**config.mk**
```make
export PLATFORM = sky130hd
export DESIGN_NAME = processor
export DESIGN_NICKNAME = d
export VERILOG_FILES = /design/src/rtl/processor.sv
export SDC_FILE = /design/constraint.sdc
export NUM_CORES = 1
export LEC_CHECK = 0
export ABC_CLOCK_PERIOD_IN_PS = 2700
export CAP_MARGIN = 15
export CORE_ASPECT_RATIO = 1.1
export CORE_MARGIN = 2
export CORE_UTILIZATION = 39
export CTS_CLUSTER_DIAMETER = 200
export DETAILED_ROUTE_END_ITERATION = 10
export DONT_BUFFER_PORTS = 1
export SYNTH_ARGS = -nofsm -noshare
export SYNTH_HDL_FRONTEND = slang
export SYNTH_SLANG_ARGS = --single-unit
```
**constraint.sdc**
```tcl
create_clock -name clk -period 2.7 [get_ports clk]
set_input_delay 0.27 -clock clk [delete_from_list [all_inputs] [get_ports clk]]
set_output_delay 0.27 -clock clk [all_outputs]
set_load 0.1 [all_outputs]
```
**src/rtl/processor.sv**
```systemverilog
// rtl/processor.sv - 8-bit multi-cycle accumulator processor with one-hot FSM and writeback strobe
//
// Purpose:
//    Fetches an 11-bit instruction {imm[7:0], op[2:0]} from external memory at pc,
//    then executes it on accumulator A and auxiliary register B. STORE adds a WB
//    cycle; during that cycle the memory wrapper writes out into the operand field
//    [10:3] of mem[pc].
//
// Ports:
//    clk    input   1   system clock, rising edge
//    rst_n  input   1   asynchronous active-low reset
//    instr  input  11   instruction at mem[pc]: [10:3] imm, [2:0] opcode
//    pc     output  8   program counter (registered)
//    state  output  3   one-hot FSM state: 001 FETCH, 010 EXEC, 100 WB, 000 in reset
//    out    output  8   register A
//
// Build option:
//    SAT_ARITH_EN - when defined, ADD saturates at 8'hFF and SUB clamps at 8'h00;
//                   otherwise both wrap modulo 256.

module processor #(
   parameter logic [7:0] RESET_PC  = 8'h00,
   parameter logic [7:0] RESET_ACC = 8'h00
) (
   input  logic        clk,
   input  logic        rst_n,
   input  logic [10:0] instr,
   output logic [7:0]  pc,
   output logic [2:0]  state,
   output logic [7:0]  out
);

   typedef enum logic [2:0] {
      ST_RESET = 3'b000,
      ST_FETCH = 3'b001,
      ST_EXEC  = 3'b010,
      ST_WB    = 3'b100
   } state_t;

   typedef enum logic [2:0] {
      OP_STORE = 3'd0,
      OP_ADD   = 3'd1,
      OP_SUB   = 3'd2,
      OP_MOVB  = 3'd3,
      OP_LDA   = 3'd4,
      OP_LDB   = 3'd5,
      OP_JMP   = 3'd6,
      OP_JZ    = 3'd7
   } opcode_t;

   state_t      state_q, state_d;
   logic [7:0]  pc_q, pc_d;
   logic [7:0]  a_q, a_d;
   logic [7:0]  b_q, b_d;
   logic [10:0] ir_q, ir_d;

   logic [7:0]  imm;
   opcode_t     op;
   logic [7:0]  pc_inc;
   logic [7:0]  add_res;
   logic [7:0]  sub_res;

   assign imm    = ir_q[10:3];
   assign op     = opcode_t'(ir_q[2:0]);
   assign pc_inc = pc_q + 8'd1;

`ifdef SAT_ARITH_EN
   logic [8:0] add_wide;

   always_comb begin
      add_wide = {1'b0, a_q} + {1'b0, b_q};
      add_res  = add_wide[8] ? 8'hFF : add_wide[7:0];
      sub_res  = (a_q < b_q) ? 8'h00 : (a_q - b_q);
   end
`else
   always_comb begin
      add_res = a_q + b_q;
      sub_res = a_q - b_q;
   end
`endif

   always_comb begin
      state_d = state_q;
      pc_d    = pc_q;
      a_d     = a_q;
      b_d     = b_q;
      ir_d    = ir_q;

      case (state_q)
         // First edge after reset release only leaves the reset encoding.
         ST_RESET: state_d = ST_FETCH;

         ST_FETCH: begin
            ir_d    = instr;
            state_d = ST_EXEC;
         end

         ST_EXEC: begin
            state_d = ST_FETCH;
            pc_d    = pc_inc;
            case (op)
               // pc is held through WB so the wrapper writes back to this word.
               OP_STORE: begin
                  pc_d    = pc_q;
                  state_d = ST_WB;
               end
               OP_ADD:  a_d  = add_res;
               OP_SUB:  a_d  = sub_res;
               OP_MOVB: b_d  = a_q;
               OP_LDA:  a_d  = imm;
               OP_LDB:  b_d  = imm;
               OP_JMP:  pc_d = imm;
               OP_JZ:   pc_d = (a_q == 8'h00) ? imm : pc_inc;
               default: pc_d = pc_inc;
            endcase
         end

         ST_WB: begin
            pc_d    = pc_inc;
            state_d = ST_FETCH;
         end

         default: state_d = ST_FETCH;
      endcase
   end

   always_ff @(posedge clk or negedge rst_n) begin
      if (!rst_n) begin
         state_q <= ST_RESET;
         pc_q    <= RESET_PC;
         a_q     <= RESET_ACC;
         b_q     <= RESET_ACC;
         ir_q    <= 11'd0;
      end else begin
         state_q <= state_d;
         pc_q    <= pc_d;
         a_q     <= a_d;
         b_q     <= b_d;
         ir_q    <= ir_d;
      end
   end

   assign pc    = pc_q;
   assign state = state_q;
   assign out   = a_q;

endmodule

```
==> run metrics, run 1 <==
Longest Clk Path Bufs=2; vias in the first global route=1723; placed inst area=2510 um2; asr flop ratio synth=1.00; Syn Area/Cell=9.68 um2; # IOs=32; crit-path max FO=4; Placer Congestion=0.842; drt total wl=5020 um; Root Driver=clkbuf_8; initial core utilization=0.399; Hold Path Origin=instr[9]; status=complete, no violations; Die X=76.8 um; total gr overflow=0; initial antenna violation count=0; DR vias/cell=5.19; DRC violations left=0; largest net degree at the start of global routing=39; Total GRT Usage=0.166; Port Buffer Count=0; sequential area share after synthesis=0.418; core region area=5700 um2; WP buf/inv=1; n_diodes=0; # setup viols final=0; wire per inst=14.9 um; slowest stage delay, CP=0.39 ns; clk_skew=0.00458 ns; Area Growth Syn to Fin=18.4%; FF-to-FF End=out[7]; Tmin final=2.44 ns; fin area=2690 um2; Cell Area, Synth=2270 um2; Tightest Pin Transition=0.684 ns; clk slew on worst S/H paths=0.08 ns; vias=1750; Slew headroom=0.544; dpl hpwl=3560 um; RSZ-0062 raised after global routing=false; CTS tree=built; Final Hold Fails=0; reg2reg setup slack=0.26 ns; R2R Path Start=b_q[0]; post-CTS setup buffers=0; critical-path cell list=inv_1, ha_1, a31oi_1, xnor2_1, ha_1, a21o_1, a21o_1, a221oi_1, xnor2_1, mux2i_1, o21ai_0; CTS buffer count=5; Syn Inst Count=235; worst skew pair latency=0.29 ns; crit share post-route=0.905; Setup TNS=0 ns; crit path capture type=flip-flop; first-pass GRT wire length=8550 um; critical setup path kind=flip-flop to flip-flop; top_reg_cell synth=dfrtp_1; layout cells sized above 1=0.192; initial drt markers=86; clk sinks=38; Hold Path End=ir_q[9]; fill count=558; TritonRoute pass-1 iters=4; CP max-delay cell=dfrtp_1; max_cap viols=0; DIE AREA=6460 um2; syn nets=258; crit path launch type=flip-flop; synth unique cells=35; #FFs+latches synth=38; Arrival @ worst endpoint=2.66 ns; Final Max Tran Viols=0; fmax=409 MHz; Post-synth EDFFs=0; Die Y=84.1 um; Worst R2R Path Depth=11; Hold Crit Class=input pin to flip-flop; Routed Antenna Nets=0; Row Count=29; H-Tree Depth=2; Hold Path Stages=1; Nets=282; WP data required=2.91 ns; top cell family by delay on the critical path=compound AO/OA/AOI/OAI gates; Syn. warnings=0
[metal layers]
metal	up-vias	routed length (um)	GRT usage	part of all wire
met5	-	0	0	0
met4	0	74	0.0496	0.015
met3	8	304	0.0487	0.061
met2	41	2270	0.255	0.45
met1	811	2380	0.228	0.47
li1	890	-	-	-
[metrics by stage]
step | util | std cells | hold WS [ns] | worst slack (ns)
floorplan | - | 235 | -0.0256 | 0.174
global placement | 0.441 | 327 | -0.0245 | 0.285
detailed placement | 0.441 | 327 | -0.0243 | 0.249
CTS | 0.472 | 337 | 0.113 | 0.222
global route | 0.473 | 337 | 0.109 | 0.0481
finish | 0.473 | 337 | 0.121 | 0.256
[worst max path at each step]
stage | start | to | slack, ns | cells after the start
after global placement | ir_q[0] | out[6] | 0.28 | 8
final | b_q[0] | out[7] | 0.26 | 11
after global routing | ir_q[0] | out[7] | 0.05 | 11
after detailed placement | ir_q[0] | out[7] | 0.25 | 11
after CTS | ir_q[0] | out[7] | 0.22 | 11
after floorplan | ir_q[0] | out[7] | 0.17 | 11
[final cells by class]
| type | instances | area [um2] | area share |
|---|---|---|---|
| multi-input combinational | 176 | 1240 | 0.459 |
| sequential | 38 | 951 | 0.353 |
| timing repair buffer | 29 | 233 | 0.0864 |
| tap | 77 | 96.3 | 0.0358 |
| clock buffer | 6 | 82.6 | 0.0307 |
| clock inverter | 2 | 60.1 | 0.0223 |
| inverter | 9 | 33.8 | 0.0125 |
[Yosys cell counts (all sizes together) (2+ instances only)]
cell | n | area share
a211oi | 3 | 0.0099
a21o | 4 | 0.013
a21oi | 12 | 0.026
a221o | 3 | 0.013
a31oi | 7 | 0.019
and3 | 4 | 0.011
buf | 10 | 0.025
clkbuf | 2 | 0.0033
dfrtp | 38 | 0.42
ha | 9 | 0.050
inv | 9 | 0.015
mux2 | 11 | 0.054
mux2i | 14 | 0.062
nand2 | 20 | 0.033
nand2b | 6 | 0.017
nand3 | 6 | 0.013
nor2 | 17 | 0.028
nor3 | 4 | 0.0088
nor3b | 5 | 0.019
nor4 | 2 | 0.0055
o21ai | 20 | 0.044
o22a | 6 | 0.023
o31ai | 3 | 0.0099
xnor2 | 11 | 0.042
xor2 | 2 | 0.0077
[worst register-to-register path, delay by kind of cell, from the launching register on]
| kind | cells | cell delay [ns] |
|---|---|---|
| xor+xnor | 2 | 0.31 |
| compound gates | 5 | 1.04 |
| fa+ha+maj | 2 | 0.49 |
| mux | 1 | 0.08 |
| flops | 1 | 0.39 |
| buf+inv | 1 | 0.06 |
[cells by family after synthesis]
kind of cell,Yosys count,synth area share
simple gates,67,0.145
compound gates,61,0.170
flops,38,0.418
mux,25,0.116
buf+inv,21,0.0429
xor+xnor,13,0.0501
fa+ha+maj,10,0.0583
[registers in the layout, indices dropped and copies added (netlist names)]
register  count
b_q           8
state         3
pc            8
out           8
ir_q         11
[layout by cell type (no fill, tap or decap), types with 3 or more instances in the layout]
cell type | Yosys | routed
buf_4 | 0 | 27
ha_1 | 9 | 9
a21o_1 | 4 | 4
a21oi_1 | 12 | 12
nor3_1 | 4 | 4
a31oi_1 | 7 | 7
dfrtp_1 | 38 | 38
mux2_2 | 11 | 11
nand2b_1 | 6 | 6
clkbuf_8 | 0 | 6
and3_1 | 4 | 4
nor2_1 | 17 | 17
nand3_1 | 6 | 6
inv_1 | 9 | 9
mux2i_1 | 14 | 14
a211oi_1 | 3 | 3
nand2_1 | 20 | 20
a221o_1 | 3 | 3
o21ai_0 | 19 | 19
o31ai_1 | 3 | 3
o22a_1 | 6 | 6
xnor2_1 | 11 | 11
nor3b_1 | 4 | 3
[timing repair]
| item | in CTS | in global routing |
|---|---|---|
| gates resized for setup | 0 | 1 |
| hold endpoints to repair | 38 | 0 |
| endpoints found under the setup margin | 0 | 1 |
| hold buffers | 2 | 0 |
Power of run 1 is not shown: default switching activity piles up to over one toggle a cycle in this logic, so the estimate is an artifact.
==> run 2: changes to the inputs <==
--- a/config.mk
+++ b/config.mk
@@ -13,6 +13,7 @@
 export CTS_CLUSTER_DIAMETER = 200
 export DETAILED_ROUTE_END_ITERATION = 10
 export DONT_BUFFER_PORTS = 1
+export HOLD_SLACK_MARGIN = 0.08
 export SYNTH_ARGS = -nofsm -noshare
 export SYNTH_HDL_FRONTEND = slang
 export SYNTH_SLANG_ARGS = --single-unit
==> results of run 2 <==
Final layout, timing and power as in run 1 (identical DEF).
Power of run 2 is left out for the same reason.
==> run 3: changes to the inputs <==
--- a/config.mk
+++ b/config.mk
@@ -10,10 +10,11 @@
 export CORE_ASPECT_RATIO = 1.1
 export CORE_MARGIN = 2
 export CORE_UTILIZATION = 39
-export CTS_CLUSTER_DIAMETER = 200
+export CTS_CLUSTER_DIAMETER = 50
 export DETAILED_ROUTE_END_ITERATION = 10
 export DONT_BUFFER_PORTS = 1
 export HOLD_SLACK_MARGIN = 0.08
+export REMOVE_ABC_BUFFERS = 1
 export SYNTH_ARGS = -nofsm -noshare
 export SYNTH_HDL_FRONTEND = slang
 export SYNTH_SLANG_ARGS = --single-unit
==> run metrics, run 3 (same netlist as run 1, synthesis figures left out) <==
Placed Cells=327 (unchanged); CTS buffer count=5 (unchanged); status=complete, no violations; initial core utilization=0.399 (unchanged); dpl hpwl=3590 um (+0.86%); RSZ-0062 raised after global routing=false; crit path launch type=flip-flop; Placer Congestion=0.829 (-1.5%); clk sinks=38 (unchanged); Longest Clk Path Bufs=2 (unchanged); fmax=404 MHz (-1.2%); final core occ=0.463 (-0.0101); Port Buffer Count=0 (unchanged); initial antenna violation count=0 (unchanged); crit share post-route=0.916 (+0.0111); critical-path cell list=nor3b_2, buf_4, a21oi_1, xnor2_1, ha_1, a21o_1, a221oi_1, xnor2_1, mux2i_1, o21ai_0; # IOs=32 (unchanged); max reg flops=11 (unchanged); Final Hold Fails=0 (unchanged); clk_skew=0.00813 ns (+0.00355 ns); DR vias/cell=5.34 (+2.7%); reg2reg setup slack=0.23 ns (-0.03 ns); vias=1798 (+2.7%); Area Growth Syn to Fin=15.9%; crit path capture type=flip-flop; Hold Crit Class=input pin to flip-flop; Arrival @ worst endpoint=2.68 ns (+0.02 ns); fill count=554 (-0.72%); H-Tree Depth=2 (unchanged); setup ws final=0.226 ns (-0.0300 ns); first-pass GRT wire length=8630 um (+0.96%); core region area=5700 um2 (unchanged); wire per inst=14.6 um (-1.8%); CTS tree=built; CP max-delay cell=dfrtp_1; Total GRT Usage=0.166 (-0.000459); Die X=76.8 um (unchanged); DP Worst Slack=0.263 ns (+0.0144 ns); WP data required=2.91 ns (about the same); most common cell after layout, fill and taps aside=dfrtp_1; Critical Path Start=ir_q[0]; FF-to-FF End=out[7]; R2R Path Start=ir_q[0]; TritonRoute pass-1 iters=4 (unchanged); Row Count=29 (unchanged); Tightest Pin Transition=0.677 ns (-0.00658 ns); Routed Antenna Nets=0 (unchanged); # setup viols final=0 (unchanged); worst skew pair latency=0.29 ns (about the same); largest net degree at the start of global routing=39 (unchanged); top cell family by delay on the critical path=compound AO/OA/AOI/OAI gates; slowest stage delay, CP=0.39 ns (about the same); Nets=282 (unchanged); DRC violations left=0 (unchanged); max_cap viols=0 (unchanged); total gr overflow=0 (unchanged); Non-Filler Instances=337 (unchanged); DIE AREA=6460 um2 (unchanged); Worst path depth=10 (-1); Biggest register=ir_q; critical setup path kind=flip-flop to flip-flop; n_diodes=0 (unchanged); Die Y=84.1 um (unchanged); crit-path max FO=5 (+1); CTS hold repair buffers=2 (unchanged); commonest cells after routing, fill and taps aside=dfrtp_1 (38), buf_4 (27), nand2_1 (20); Slew headroom=0.549 (+0.00439); Setup TNS=0 ns (unchanged); end of the critical path=out[7]; Worst R2R Path Depth=10 (-1); PostCTS Resize Cnt=0 (unchanged); layout cells sized above 1=0.188 (-0.00385); Root Driver=clkbuf_8; clk slew on worst S/H paths=0.08 ns (about the same); initial drt markers=97 (+13%); Final Max Tran Viols=0 (unchanged); WP buf/inv=1 (unchanged); Tmin final=2.47 ns (+0.0300 ns); most frequent CP cell=xnor2_1; drt total wl=4930 um (-1.8%); vias in the first global route=1805 (+4.8%); post-CTS setup buffers=0 (unchanged)
run 3: changes by cell type in the layout (fill, tap and decap cells not counted), sizes merged:
cell | before | now
clkinv | 0 | 1
bufinv | 2 | 0
clkbuf | 6 | 7
run 3: per-stage QoR:
step	hold slack (ns)	instance area [um2]
floorplan	-0.0256	2210
global placement	-0.0248	2510
detailed placement	-0.0247	2510
CTS	0.122	2640
global route	0.116	2640
finish	0.128	2640
run 3: layer usage:
metal / track usage / part of all wire
met4: 0.0579 / 0.012
met3: 0.0368 / 0.041
met2: 0.276 / 0.48
met1: 0.213 / 0.46
met5: 0 / 0
run 3: cell type report:
cell class / count / area [um2] / share of cell area
Multi-Input combinational cell: 176 / 1230 / 0.467
Clock buffer: 7 / 86.3 / 0.0327
Timing Repair Buffer: 29 / 233 / 0.0883
Sequential cell: 38 / 951 / 0.361
Clock inverter: 1 / 5.00 / 0.00190
Tap cell: 77 / 96.3 / 0.0365
Inverter: 9 / 33.8 / 0.0128
run 3: worst min path at each step:
| stage | endpoint | slack, ns | start | cells after the start |
|---|---|---|---|---|
| finish | ir_q[1] | 0.13 | instr[1] | 1 |
| global route | ir_q[8] | 0.12 | instr[8] | 1 |
| CTS | ir_q[7] | 0.12 | instr[7] | 1 |
| detailed placement | state[1] | -0.02 | rst_n | 0 |
| global placement | state[1] | -0.02 | rst_n | 0 |
| floorplan | b_q[0] | -0.03 | rst_n | 0 |
Power of run 3 is left out for the same reason.
==> RTL edit 1 (settings of run 2) <==
Reset style: synchronous (`rst_n`), changed in one clocked block. Comments in the files are not updated.
--- a/src/rtl/processor.sv
+++ b/src/rtl/processor.sv
@@ -124,7 +124,7 @@
       endcase
    end
 
-   always_ff @(posedge clk or negedge rst_n) begin
+   always_ff @(posedge clk) begin
       if (!rst_n) begin
          state_q <= ST_RESET;
          pc_q    <= RESET_PC;
Behaviour: differs if rst_n is asserted again (counterexample within 4 cycles, from zero or initial values and one cycle with rst_n low); with rst_n held inactive, the same outputs for 10 cycles.
==> RTL edit 1 against run 2 <==
Largest cell class unchanged; setup slack improved by 0.040 ns; sequential share of layout area fell by 6.1 points; sequential cell count did not move; routed wire length up 12%; core utilization shrank 1.8 points; count of clock-buffer cells in the layout down 1; cell area decreased by 3.2%; synthesized area grew 0.55%.
Power is left out: it rests on default switching activity, and per cell area and clock period it moved more than threefold.
==> RTL edit 1: results <==
[synth]
synth_nets = 307
yosysSeqAreaShare = 0.333
synth_compound_gate_area_share = 0.251
synthXorXnorAreaFrac = 0.0421
yosys-top-cells-area = "dfxtp_1 33%, a21oi_1 6.1%, nand2_1 5.9%, ha_1 4.9%, nor2_1 4.4%"
post_synthesis_share_of_cell_area_spent_on_full_adders_half_adders_and_majority_gates = 0.0580
yosys_warnings = 0
synth_cell_type_count = 51
yosys-top-cells-count = "38 x dfxtp_1, 36 x nand2_1, 28 x a21oi_1"
yosys-mux-area-fraction = 0.0438
postSynthAreaPerCell_um2 = 8.05
share_of_async_settable_or_async_resettable_flops_after_synthesis = 0

[setup_path]
timing.critical_path.arrival_ns = 2.60
crit_path_max_incr_delay_ns = 0.41
worst_case_reg_to_reg_path_depth = 8
endpoint = "out[7]"
worst_setup_path_startpoint = "ir_q[1]"
crit_path_max_fanout = 9
timing.critical_path.slowest_stage_cell = "dfxtp_2"

[layout]
drive_above_1_share = 0.144
final_core_util = 0.455
multi_input_gate_share_of_total_cell_area = 0.537
clk_share = 0.0528
signal_buffers = 24
num-nonclk-inverters = 8
area_share_nonclk_buffers = 0.0691
instances_no_fill = 376
ff_latch_area_um2 = 762
filler_cell_count = 605
n_multi_input_combinational_cell = 221
finish.net_count = 321

[placement]
placed_cell_area_um2 = 2470
place.detailed.instances = 368
hpwl_um = 4130
place.gp.congestion = 0.823
post_place_setup_slack_ns = 0.216

[global_route]
grt_pass1_vias = 1951
grt_first_pass_wirelength_um = 9610
maximum_number_of_pins_on_one_net_before_global_route_repair = 30
initial_antenna_violation_count = 0
global_route.usage.total = 0.182

[timing]
tightest_slew_ns = 0.596
finalWorstSetupSlack_ns = 0.296
fin_skew_ns = 0.0113

[clocking]
cts.clk_slew.worst_paths_ns = 0.09
cts_resized = 0

[route]
drt-total-wl_um = 5610
vias_per_cell = 5.44
dr.first_iter.drc_count = 104

[status]
status = "complete, no violations"

[floorplan]
die_width_um = 77.0
[RTL edit 1: changes by cell type after synthesis, sizes merged, moves of 5 or more]
cell	before	now
nor2	17	27
dfrtp	38	0
dfxtp	0	38
clkbuf	2	9
o22a	6	0
nand2	20	36
a21oi	12	28
mux2	11	0
and3	4	9
a211oi	3	13
[RTL edit 1: per-layer routing]
metal  GRT usage  up-vias  part of all wire
met5           0        -                 0
met4      0.0487        0            0.0089
met3      0.0430        4             0.051
met2       0.291       59              0.46
met1       0.248      934              0.48
li1            -     1050                 -
[RTL edit 1: worst min path at each step]
stage / end / depth (start not counted) / slack [ns]
floorplan: ir_q[0] / 2 / 0.41
global placement: ir_q[10] / 2 / 0.41
detailed placement: ir_q[4] / 2 / 0.42
CTS: ir_q[10] / 2 / 0.10
global route: ir_q[10] / 2 / 0.09
finish: ir_q[9] / 2 / 0.1
[RTL edit 1: cell families after synthesis]
logic type,Yosys count
mux,10
simple gates,100
fa+ha+maj,10
buf+inv,25
compound gates,90
xor+xnor,11
flops,38
==> RTL edit 2 (config.mk and constraints of run 2) <==
Without the edit above. Add a define of `SAT_ARITH_EN`.
--- a/src/rtl/processor.sv
+++ b/src/rtl/processor.sv
@@ -17,6 +17,8 @@
 // Build option:
 //    SAT_ARITH_EN - when defined, ADD saturates at 8'hFF and SUB clamps at 8'h00;
 //                   otherwise both wrap modulo 256.
+
+`define SAT_ARITH_EN
 
 module processor #(
    parameter logic [7:0] RESET_PC  = 8'h00,
Formal check against the unedited RTL: not equivalent (Yosys sat finds a counterexample within 10 cycles, from zero or initial values and one cycle with rst_n low).
==> RTL edit 2 against run 2 <==
Global-route usage rose by 0.24 points; clock skew rose by 0.0059 ns; sequential share of layout area fell by 3.6 points; critical path depth fell by 3; synthesized area rose by 18%; setup slack got worse by 0.046 ns; cell area rose by 12%; routed wire length rose by 22%; sequential cell count did not move; critical path type unchanged.
Power is left out: the tool's default activity adds up to more than one toggle a clock period on the data nets, which glitch-free logic cannot reach.
==> RTL edit 2: results <==
[status]
status = "complete, no violations"

[placement]
hpwl_um = 4610
placed_cell_area_um2 = 2890
place.gp.congestion = 0.869

[global_route]
global_route.usage.total = 0.169
grt_first_pass_wirelength_um = 10400
grt_pass1_vias = 2056

[setup_path]
crit_path_max_fanout = 6
timing.critical_path.slowest_stage_cell = "dfrtp_2"
worst_case_reg_to_reg_path_depth = 8
crit_path_max_incr_delay_ns = 0.45

[route]
vias_per_cell = 5.51
drt-total-wl_um = 6110
dr.first_iter.drc_count = 75

[synth]
yosys_warnings = 0
yosys-top-cells-area = "dfrtp_1 36%, ha_1 8.4%, mux2i_1 4.1%, mux2_1 3.4%, nor2_1 2.8%"
yosys-top-cells-count = "38 x dfrtp_1, 20 x nor2_1, 19 x nand2_1"
synth_cell_type_count = 52
ys.flop_type = "dfrtp_1"
synth_nets = 317
yosysSeqAreaShare = 0.355

[timing]
tightest_slew_ns = 0.574
fin_skew_ns = 0.0105

[layout]
max_flop_register = "ir_q"
antenna_diode_count = 0
drive_above_1_share = 0.152
finish.net_count = 335
filler_cell_count = 653

[clocking]
cts.clk_slew.worst_paths_ns = 0.08
cts_post_setup_buffers_inserted = 0
## RTL edit 2: changes by cell type in the layout (fill, tap and decap cells not counted), moves of 4 or more
cell       before  now
o21a_1          1    5
a31oi_1         7    3
xnor2_1        11    7
mux2_2         11    4
inv_1           9   15
a21oi_2         0    4
mux2_1          0    8
o22a_1          6    2
nor2b_1         1    5
ha_1            9   18
o21ai_1         1    8
o21ai_0        19   12
o2111ai_1       0    5
## RTL edit 2: final timing paths
check	from	to	slack [ns]
max reg2reg	out[0]	out[4]	0.21
min	instr[6]	ir_q[6]	0.11
max in group asynchronous	rst_n	state[0]	2.06
min in group asynchronous	rst_n	pc[2]	0.42
min reg2reg	b_q[6]	b_q[6]	0.50
max	out[0]	out[4]	0.21
## RTL edit 2: per-layer routing
layer  routed length (um)  vias up  part of all wire  track usage
met5                    0        -                 0            0
met1                 2830     1014              0.46        0.232
met4                   82        0             0.013       0.0478
met2                 2870       41              0.47        0.267
li1                     -     1058                 -            -
met3                  325        8             0.053       0.0375
## RTL edit 2: final cells by class
class,count,area (um^2),share of cell area
Timing Repair Buffer,26,210,0.0698
Multi-Input combinational cell,216,1600,0.530
Clock buffer,7,86.3,0.0287
Clock inverter,1,5.00,0.00166
Sequential cell,38,953,0.317
Inverter,15,56.3,0.0187
Tap cell,82,103,0.0341
## RTL edit 2: through the flow
| stage | instances | setup WS (ns) |
|---|---|---|
| 2_1_floorplan | 284 | 0.0187 |
| 3_3_place_gp | 375 | 0.243 |
| 3_5_place_dp | 375 | 0.183 |
| 4_1_cts | 385 | 0.178 |
| 5_1_grt | 385 | 0.0505 |
| 6_report | 385 | 0.210 |
## RTL edit 2: kinds of logic after synthesis
kind of cell    Yosys count  synth area share
flops                    38             0.355
buf+inv                  30            0.0496
simple gates             85             0.164
compound gates           78             0.208
xor+xnor                 10            0.0327
fa+ha+maj                20            0.0992
mux                      23            0.0917
